File: src/rtl/logicap_pkg.sv
// logicap_pkg: shared types and default sizing for the logic-analyser/pattern
// blocks.
//   pattern_gen_state_t : playback FSM states of pattern_gen
//   default_size        : sample word / output pin vector width
//   default_max_div     : sample-period divider range
//   default_saddr_w     : sample-count width
package logicap_pkg;

  localparam int unsigned default_size    = 32;
  localparam int unsigned default_max_div = 32;
  localparam int unsigned default_saddr_w = 24;

  typedef enum logic [1:0] {
    IDLE,
    PREFETCH,
    RUN,
    DONE
  } pattern_gen_state_t;

endpackage

File: src/rtl/sample_ticker.sv
// sample_ticker: sample-period divider for pattern_gen.
//   clk    : clock
//   reset  : asynchronous active-high reset, counter to 0
//   enable : count while high; tick can only fire while enabled
//   load   : force the counter to 0 so the first enabled cycle ticks at once
//   ckdiv  : reload value; one tick every ckdiv+1 enabled cycles
//   tick   : high on the enabled cycle where the counter is 0
module sample_ticker #(
  parameter int unsigned cw = 5
) (
  input  logic          clk,
  input  logic          reset,
  input  logic          enable,
  input  logic          load,
  input  logic [cw-1:0] ckdiv,
  output logic          tick
);

  logic [cw-1:0] cnt;

  assign tick = enable && (cnt == '0);

  always_ff @(posedge clk or posedge reset) begin
    if (reset) begin
      cnt <= '0;
    end else if (load) begin
      cnt <= '0;
    end else if (enable) begin
      cnt <= tick ? ckdiv : cnt - cw'(1);
    end
  end

endmodule

File: src/rtl/pattern_gen.sv
// pattern_gen: plays an AXI-Stream of sample words onto an output pin vector,
// one word every ckdiv+1 clocks, for count samples or until tlast.
//   clk, reset           : clock, asynchronous active-high reset
//   tdata/tvalid/tlast   : sample stream in; tready accepts a word
//   start, abort         : one-cycle playback request / immediate stop
//   ckdiv                : sample period minus one, latched on start
//   count                : samples to play, latched on start
//   idle_level           : pin value while not playing
//   dout                 : registered output pins
//   busy                 : playback in progress (PREFETCH, RUN, DONE)
//   done                 : one-cycle pulse on normal completion
//   underrun             : sticky, a sample tick found no word held
module pattern_gen
  import logicap_pkg::*;
#(
  parameter int unsigned size    = default_size,
  parameter int unsigned max_div = default_max_div,
  parameter int unsigned saddr_w = default_saddr_w
) (
  input  logic                       clk,
  input  logic                       reset,
  input  logic [size-1:0]            tdata,
  input  logic                       tvalid,
  output logic                       tready,
  input  logic                       tlast,
  input  logic                       start,
  input  logic                       abort,
  input  logic [$clog2(max_div)-1:0] ckdiv,
  input  logic [saddr_w-1:0]         count,
  input  logic [size-1:0]            idle_level,
  output logic [size-1:0]            dout,
  output logic                       busy,
  output logic                       done,
  output logic                       underrun
);

  localparam int unsigned cw = $clog2(max_div);

  pattern_gen_state_t state, state_next;

  logic [saddr_w-1:0] remain;
  logic [cw-1:0]      div_r;
  logic [size-1:0]    hold_word;
  logic               hold_last;
  logic               nv;
  logic               stop;      // final word already emitted; wait for next tick
  logic               tick;
  logic               run_en;
  logic               emit;
  logic               last_emit;
  logic               xfer;

  assign run_en = (state == RUN);

  sample_ticker #(.cw(cw)) u_ticker (
    .clk    (clk),
    .reset  (reset),
    .enable (run_en),
    .load   (!run_en),
    .ckdiv  (div_r),
    .tick   (tick)
  );

  // The held word may be refilled on the same tick it is emitted, except when
  // that emission is the final sample: then nothing more is pulled upstream.
  always_comb begin
    emit      = 1'b0;
    last_emit = 1'b0;
    tready    = 1'b0;
    emit      = run_en && tick && nv;
    last_emit = emit && ((remain == saddr_w'(1)) || hold_last);
    if (state == PREFETCH || (run_en && !stop)) begin
      tready = !nv || (tick && !last_emit);
    end
    xfer = tvalid && tready;
  end

  always_comb begin
    state_next = state;
    unique case (state)
      IDLE:     if (start) state_next = (count == '0) ? DONE : PREFETCH;
      PREFETCH: if (xfer) state_next = RUN;
      RUN:      if (tick && stop) state_next = DONE;
      DONE:     state_next = IDLE;
      default:  state_next = IDLE;
    endcase
    if (abort) state_next = IDLE;
  end

  always_ff @(posedge clk or posedge reset) begin
    if (reset) begin
      state <= IDLE;
    end else begin
      state <= state_next;
    end
  end

  always_ff @(posedge clk or posedge reset) begin
    if (reset) begin
      dout      <= '0;
      remain    <= '0;
      div_r     <= '0;
      hold_word <= '0;
      hold_last <= 1'b0;
      nv        <= 1'b0;
      stop      <= 1'b0;
      underrun  <= 1'b0;
    end else if (abort) begin
      dout <= idle_level;
      nv   <= 1'b0;
      stop <= 1'b0;
    end else begin
      if (xfer) begin
        hold_word <= tdata;
        hold_last <= tlast;
        nv        <= 1'b1;
      end else if (emit) begin
        nv <= 1'b0;
      end
      unique case (state)
        IDLE: begin
          dout <= idle_level;
          if (start) begin
            remain   <= count;
            div_r    <= ckdiv;
            underrun <= 1'b0;
            nv       <= 1'b0;
            stop     <= 1'b0;
          end
        end
        RUN: begin
          if (emit) begin
            dout   <= hold_word;
            remain <= remain - saddr_w'(1);
            if (last_emit) stop <= 1'b1;
          end else if (tick) begin
            // Missing word: hold the pins and retry on the next tick.
            if (stop) dout <= idle_level;
            else      underrun <= 1'b1;
          end
        end
        DONE:    dout <= idle_level;
        default: ;
      endcase
    end
  end

  assign busy = (state != IDLE);
  assign done = (state == DONE);

endmodule

File: config.mk
export PLATFORM = sky130hd
export DESIGN_NAME = pattern_gen
export DESIGN_NICKNAME = d
export VERILOG_FILES = /design/src/rtl/logicap_pkg.sv /design/src/rtl/sample_ticker.sv /design/src/rtl/pattern_gen.sv
export SDC_FILE = /design/constraint.sdc
export NUM_CORES = 1
export LEC_CHECK = 0
export CAP_MARGIN = 10
export CORE_MARGIN = 1
export CORE_UTILIZATION = 49
export DETAILED_ROUTE_END_ITERATION = 8
export GPL_ROUTABILITY_DRIVEN = 0
export PLACE_DENSITY = 0.8
export REMOVE_ABC_BUFFERS = 1
export SLEW_MARGIN = 20
export SYNTH_ARGS = -nofsm -noshare
export SYNTH_HDL_FRONTEND = slang
export SYNTH_SLANG_ARGS = --single-unit
export TNS_END_PERCENT = 20
File: constraint.sdc
create_clock -name clk -period 4 [get_ports clk]
set_input_delay 0.4 -clock clk [delete_from_list [all_inputs] [get_ports clk]]
set_output_delay 0.4 -clock clk [all_outputs]
set_load 0.05 [all_outputs]
Word-level counts from Yosys, hierarchy flattened:

Cells that the tools add are included.

* bits in registers: 104
* input bits: 99
* output and inout bits: 36
* word-level logic and storage cells: 89

* $add $sub $neg: 2
* equal/unequal tests: 16
* mux-type cells: 31
* bitwise operators: 1
* reductions and logical operators: 29

Operators with widths (count)
* 32-bit two-way mux: 4
* 32-bit one-hot mux with 2 select lines: 1
* 24-bit two-way mux: 2
* 24-bit one-hot mux with 2 select lines: 1
* 24-bit by 1-bit equality test with 1-bit output, second input constant: 1
* 24-bit logical NOT: 1
* 24-bit by 1-bit subtractor with 24-bit output, second input constant: 1
* 1-bit two-way mux: 13
* 2-bit two-way mux: 5
* 5-bit two-way mux: 2
* 3-bit by 2-bit inequality test with 1-bit output, second input constant: 3
* 3-bit AND reduction: 3
* 1-bit logical AND: 8
* 2-bit inequality test, second input constant: 4
* 4-bit by 3-bit inequality test with 1-bit output, second input constant: 2
* 2-bit one-hot mux with 4 select lines: 1
* 4-bit AND reduction: 2
* 3-bit inequality test, second input constant: 2
* 6-bit AND reduction: 1
* 3-bit nonzero test: 2
* 5-bit logical NOT: 1
* 5-bit by 1-bit subtractor with 5-bit output, second input constant: 1
* 2-bit equality test, second input constant: 2
* 1-bit one-hot mux with 2 select lines: 2
* 9 further kinds: 14

Logic depth before layout (Yosys ltp):

Gate-level depths: netlist of the first run.

* depth after elaboration: 14
* mapped depth: 10
* mapped depth without buffers: 7

By module:

A second synthesis of the first run with hierarchy kept.

* cell total of the unflattened synthesis: 501
* area, all modules: 5408.9 um^2

Modules (own cells, without submodules)
* pattern_gen: times used 1, cells each 464, area an instance 5061.1 um^2
* sample_ticker: times used 1, cells each 37, area an instance 347.8 um^2

Worst setup path after synthesis of the first run:

No wires, ideal clock.

* kind: register to output
* start: reg u_ticker.cnt[0]
* end: out tready
* data arrival time: 2362 ps
* required time: 3600 ps
* path slack: 1238 ps
* stages on the path, launching flop included: 8
* path buffers: 1
* cells stage by stage: dfrtp_1 -> inv_1 -> ha_1 -> or4b_1 -> buf_2 -> nor2_1 -> a21bo_2 -> a21oi_1

* longest elaborated chain between the ends: 9

Ends and longest elaborated chain
* from (decl): line sample_ticker.sv:19 `logic [cw-1:0] cnt;`
* from (signal assigned): line sample_ticker.sv:29 `cnt <= tick ? ckdiv : cnt - cw'(1);`
* 5-bit logical NOT (*): line sample_ticker.sv:21 `assign tick = enable && (cnt == '0);`
* 1-bit logical AND (*): line sample_ticker.sv:21
* 1-bit logical AND (2 in a row): line pattern_gen.sv:70 `emit = run_en && tick && nv;`
* 1-bit logical AND: line pattern_gen.sv:71 `last_emit = emit && ((remain == saddr_w'(1)) || hold_last);`
* 1-bit logical NOT: line pattern_gen.sv:73 `tready = !nv || (tick && !last_emit);`
* 1-bit logical AND (*): line pattern_gen.sv:73
* 1-bit logical OR (*): line pattern_gen.sv:73
* 1-bit two-way mux (*): line pattern_gen.sv:72 `if (state == PREFETCH || (run_en && !stop)) begin`
* to (decl): line pattern_gen.sv:24 `output logic tready,`

Every way passes the cells marked *; elsewhere a longest branch is shown, timed or not.

Final worst setup path of the first run:

Same ends and word-level chain as after synthesis.

==> results_dict.tcl, run 1 <==
set metrics [dict create \
    drc 0 \
    fin_crit_sh_pct 87.9 \
    clockPowerShare_pct 15.6 \
    synth_cell_types 65 \
    p_leak_nw 2.91 \
    worst_ep_required_time_ns 3.60 \
    synth_top_cell_area_share_pct 49.2 \
    clock_latency_ns 0.39 \
    core-area_um2 10400 \
    cts_buffer_depth 2 \
    min_to "dout[7]$_DFFE_PP0P_" \
    hpwl_mm 9.61 \
    drt-wirelength-per-cell_um 17.8 \
    cts-resized-gates 0 \
    crit_chain "inv_1 > ha_1 > or4b_1 > nor2_1 > a21bo_2 > a21oi_1 > clkdlybuf4s50_1" \
    setup_viol 0 \
    power.internal_mw 2.43 \
    finalSetupTns_ns 0 \
    grt_pass1_wl_mm 22.5 \
    totalWireLength_mm 13.5 \
    cpPeakStageDelay_ns 0.84 \
    avgSynthCellArea_um2 10.7 \
    ir_worst_vdd_uv 478 \
    dpl_cell_area_um2 6710 \
    ys.flop_type "dfrtp_1" \
    switching_share_pct 40.6 \
    syn_to_final_growth_pct 30.4 \
    grt_pass1_vias 4669 \
    critPathCaptureType "primary output" \
    cp_slowest_cell "clkdlybuf4s50_1" \
    synth-seq-area-share_pct 49.2 \
    p_sw_mw 1.66 \
    rr_endpoint "remain[19]$_DFFE_PP0P_" \
    via_count 4397 \
    rrSetupSlack_ns 0.91 \
    cts_setup_buffers 0 \
    fin_crit_ns 3.51 \
    synth-seq-cells 104 \
    fin_skew_ns 0.0142 \
    start_util_pct 50.8 \
    htree_levels 3 \
    drv_slew 0 \
    hold_class "reg -> reg" \
    status "finished clean" \
    ant_nets 0 \
    synth_cells 496 \
    synth_edf_count 0 \
    rr_worst_depth 8 \
    yosys-top-cells-area "dfrtp_1, mux2_2, mux2i_1" \
    die_x_um 106 \
    cpLargestDelayFamily "buffers and inverters" \
    r2r_start "state[0]$_DFFE_PP0P_" \
    nNetsFinal 722 \
    power_density_nw_per_um2 594 \
    critPathKind "reg -> out" \
    maxSlewHeadroom_pct 31.7 \
    power_frac_seq_pct 43.3 \
    num_rows 37 \
    die_y_um 106 \
    worstHoldPathCells 2 \
    combPwrFrac_pct 41.1 \
    hp-start "dout[7]$_DFFE_PP0P_" \
    worst_slew_pin_slew_ns 1.02 \
    antenna_found_initial 0 \
    num_io_pins 135 \
    start_kind "flip-flop" \
    port_buffers 134 \
    crit_arrival_ns 3.11 \
    drt_iter0_drc 199 \
    hold_buffers 0 \
    root_buffer "clkbuf_8" \
    drive_above_1_share_pct 12.3 \
    rsz0062_at_grt "no" \
    grt_use_total_pct 25.8 \
    yosys_warnings 0 \
    hold_viol_final 0 \
    cts_tree "built" \
    final_area_um2 6900 \
    clock-sinks 104 \
    insertedDiodeCount 0 \
    clk_pin_slew_worst_paths_ns 0.09 \
    viasPerCell 5.82 \
    dieArea_um2 11200 \
    worstPathMaxFanout 12 \
    async_flop_share_pct 100 \
    grt-ovfl-total 0 \
    worst-path-buf-inv 2 \
    synth_top_area_cell "dfrtp_1" \
    dr.pass1.iters 5 \
    cts_buffers 9 \
    grt_max_degree 88 \
    fmax_ghz 0.285 \
    maxCapViolations 0 \
    syn_area_um2 5290 \
]
==> layer usage <==
layer  track usage (%)  part of all wire [%]  vias up
li1                  -                     -     2062
met2              42.2                    48      190
met4              8.83                   1.8        0
met5                 0                     0        -
met1              30.7                    40     2120
met3              10.5                   9.9       25
==> worst max-delay path by stage <==
stage	startpoint	endpoint	slack, ns	depth (start not counted)
3_3_place_gp	u_ticker.cnt[0]$_DFF_PP0_	tready	0.96	7
3_5_place_dp	u_ticker.cnt[0]$_DFF_PP0_	tready	0.91	7
6_report	u_ticker.cnt[0]$_DFF_PP0_	tready	0.49	7
5_1_grt	u_ticker.cnt[0]$_DFF_PP0_	tready	0.31	7
2_1_floorplan	state[0]$_DFFE_PP0P_	dout[0]$_DFFE_PP0P_	0.46	5
4_1_cts	u_ticker.cnt[0]$_DFF_PP0_	tready	0.47	7
==> layout make-up <==
class                           count  area (µm²)
Fill cell                         811        3520
Sequential cell                   104        2600
Multi-Input combinational cell    346        2470
Timing Repair Buffer              141        1410
Tap cell                          136         170
Clock buffer                       10         138
Inverter                           13        53.8
Clock inverter                      6        51.3
==> cells in the final DEF (no fill, tap or decap), drive strengths merged, types with 5 or more instances in the layout <==
cell type,netlist,routed
nor2,18,18
inv,12,14
nand2,43,43
mux2,39,39
nor4,12,12
nand3,12,12
o21ai,51,51
nor3,7,7
nand4,5,5
or2,5,5
dfrtp,104,104
or3,6,6
a211oi,6,6
a21oi,20,20
ha,8,8
o22ai,11,11
or4,8,8
clkbuf,20,10
buf,13,7
clkdlybuf4s50,0,134
mux2i,37,37
a22o,5,5
==> worst register-to-register path, delay by kind of cell, from the launching register on <==
kind,cells,cell delay (ns)
buffers and inverters,2,0.34
flip-flops,1,0.43
adder cells (fa/ha/maj),1,0.62
AND/OR/NAND/NOR,3,0.92
AO/OA/AOI/OAI,2,0.66
==> power groups by stage <==
stage / Sequential (mW) / Combinational (mW) / Clock (mW)
6_report: 1.77 / 1.68 / 0.639
4_1_cts: 1.77 / 1.69 / 0.658
3_3_place_gp: 1.75 / 1.63 / 0
5_1_grt: 1.84 / 1.82 / 0.692
3_5_place_dp: 1.79 / 1.68 / 0
2_1_floorplan: 2.01 / 0.840 / 0
==> per-stage QoR <==
step           setup slack [ns]  hold slack [ns]  util (%)  power [mW]  instances
6_report                  0.486            0.489      66.2        4.10        756
5_1_grt                   0.308            0.526      66.2        4.35        756
4_1_cts                   0.467            0.494      66.2        4.11        756
3_5_place_dp              0.912            0.471      64.4        3.47        740
3_3_place_gp              0.959            0.462      64.4        3.38        740
2_1_floorplan             0.465            0.448         -        2.85        463
==> cell usage after synthesis (3+ instances only) <==
library cell  instances
or2_2                 5
ha_1                  8
o31ai_1               3
o21ai_0              50
nor4_1                9
a31oi_1               3
o21a_1                3
o211ai_1              3
or3_1                 4
buf_6                 5
mux2i_1              37
buf_2                 3
o22ai_1              11
nand2b_1              4
nand3_1              12
or4_1                 6
a21o_1                4
mux2_2               33
clkbuf_1             20
a21oi_1              19
a211oi_1              5
inv_1                12
dfrtp_1             104
a22oi_1               4
buf_1                 3
nor3_1                7
a22o_1                5
mux2_1                6
nor2_1               18
nand2_1              43
nand4_1               5
==> flip-flops by register name, summed over array words and instances, names as in the netlist <==
signal and count:
dout 32, u_ticker.cnt 5, div_r 5, hold_last 1
hold_word 32, state 2, remain 24, stop 1
nv 1, underrun 1
==> cell families after synthesis <==
group,after synthesis,synth area share [%]
buffers and inverters,46,4.19
AO/OA/AOI/OAI,129,15.6
flip-flops,104,49.2
AND/OR/NAND/NOR,131,13.5
XOR/XNOR,2,0.331
adder cells (fa/ha/maj),8,1.89
multiplexers,76,15.3
(Power assumes the default switching activity.)
==> run 2: changes to the inputs <==
- CORE_ASPECT_RATIO: not set -> 0.75
==> results_dict.tcl, run 2 (synthesis results as in run 1) <==
set metrics [dict create \
    maxCapViolations 0 \
    crit_arrival_ns 3.08 \
    num_rows 32 \
    clock-sinks 104 \
    combPwrFrac_pct 38.0 \
    drc 0 \
    fin_cells 758 \
    core-area_um2 10400 \
    grt_use_total_pct 26.1 \
    cp_slowest_cell "clkdlybuf4s50_1" \
    grt-ovfl-total 0 \
    fin_skew_ns 0.00769 \
    worst_slew_pin_slew_ns 1.04 \
    hpwl_mm 10.1 \
    switching_share_pct 38.1 \
    drt-wirelength-per-cell_um 18.2 \
    grt_max_degree 47 \
    dr.pass1.iters 4 \
    syn_to_final_growth_pct 33.0 \
    grt_pass1_vias 4509 \
    cpPeakStageDelay_ns 0.82 \
    ant_nets 0 \
    num_io_pins 135 \
    cts_tree "built" \
    drt_iter0_drc 277 \
    maxSlewHeadroom_pct 30.5 \
    critPathCaptureType "primary output" \
    antenna_found_initial 0 \
    worstPathMaxFanout 12 \
    htree_levels 3 \
    insertedDiodeCount 0 \
    finalSetupTns_ns 0 \
    cts_buffer_depth 2 \
    hold_buffers 0 \
    dpl_cell_area_um2 6710 \
    worst_ep_required_time_ns 3.60 \
    reg.largest.list "dout x32, hold_word x32, remain x24" \
    root_buffer "clkbuf_16" \
    fin_crit_sh_pct 87.0 \
    power.internal_mw 2.74 \
    viasPerCell 5.80 \
    setup_ws_ns 0.518 \
    port_buffers 134 \
    p_leak_nw 2.98 \
    grt_pass1_wl_mm 22.7 \
    setup_viol 0 \
    power_mw 4.43 \
    fmax_ghz 0.287 \
    power_frac_seq_pct 40.2 \
    power_density_nw_per_um2 629 \
    cts-resized-gates 0 \
    drv_slew 0 \
    final_area_um2 7040 \
    p_sw_mw 1.69 \
    n_fill_cell 785 \
    fin_crit_ns 3.48 \
    cts_setup_buffers 0 \
    cts_buffers 9 \
    crit_chain "inv_1 > ha_1 > or4b_1 > nor2_1 > a21bo_2 > a21oi_1 > clkdlybuf4s50_1" \
    clk_pin_slew_worst_paths_ns 0.07 \
    die_x_um 122 \
    final_common_cell "clkdlybuf4s50_1" \
    clockPowerShare_pct 21.8 \
    rsz0062_at_grt "no" \
    totalWireLength_mm 13.8 \
    crit_start "u_ticker.cnt[0]$_DFF_PP0_" \
    ir_worst_vdd_uv 298 \
    hold_viol_final 0 \
    drive_above_1_share_pct 12.5 \
    r2r_start "u_ticker.cnt[0]$_DFF_PP0_" \
    dieArea_um2 11200 \
    clock_latency_ns 0.34 \
    nNetsFinal 724 \
    critPathKind "reg -> out" \
    hold_class "in -> async" \
    pre_cts_slack_ns 0.909 \
    die_y_um 92.0 \
    via_count 4396 \
    start_kind "flip-flop" \
    placedCellCount 742 \
    status "finished clean" \
    layout_common_cells "clkdlybuf4s50_1, dfrtp_1, o21ai_0" \
    start_util_pct 50.8 \
]
## run 2: critical path: cells and delay by family, from the launching register on
kind | cells | cell delay [ns]
adders and majority gates | 1 | 0.19
AOI/OAI and AO/OA | 2 | 0.42
DFF | 1 | 0.41
and+or+nand+nor | 2 | 0.81
buffers and inverters | 2 | 0.91
## run 2: per-stage QoR
step / utilization [%] / hold WS [ns]
2_1_floorplan: - / 0.448
3_3_place_gp: 64.4 / 0.461
3_5_place_dp: 64.4 / 0.473
4_1_cts: 67.6 / 0.491
5_1_grt: 67.6 / 0.512
6_report: 67.6 / 0.472
## run 2: layout make-up
type / count / area [µm²] / area share, %
repair buffers: 143 / 1410 / 20.0
flip-flops and latches: 104 / 2600 / 37.0
clock inverters: 7 / 103 / 1.46
clock buffers: 9 / 225 / 3.20
well taps: 136 / 170 / 2.42
multi-input cells: 346 / 2470 / 35.2
inverters: 13 / 51.3 / 0.729
## run 2: power groups by stage
stage	logic, mW	clock network (mW)	registers, mW
3_5_place_dp	1.68	0	1.79
5_1_grt	1.81	1.02	1.84
3_3_place_gp	1.62	0	1.75
2_1_floorplan	0.840	0	2.01
6_report	1.68	0.967	1.78
4_1_cts	1.68	0.982	1.77
## run 2: path summary, 6_finish.rpt
path / end / slack (ns) / cells after the start
max in group asynchronous: hold_word[2]$_DFFE_PP0P_ / 2.65 / 3
setup reg to reg: remain[19]$_DFFE_PP0P_ / 1.00 / 8
min in group clk: dout[1]$_DFFE_PP0P_ / 0.48 / 2
hold / removal: dout[30]$_DFFE_PP0P_ / 0.47 / 2
setup / recovery: tready / 0.52 / 7
hold reg to reg: dout[1]$_DFFE_PP0P_ / 0.48 / 2
## run 2: metal layers
layer,up-vias,wire length (µm),track usage (%)
met2,152,6790,42.2
met1,2140,5950,34.9
li1,2074,-,-
met4,0,429,10.4
met3,30,644,4.35
met5,-,0,0
==> run 3: changes to the inputs <==
- SKIP_CTS_REPAIR_TIMING: not set -> 1
==> results of run 3 <==
The final DEF is identical to that of run 2; final timing and power are the same.
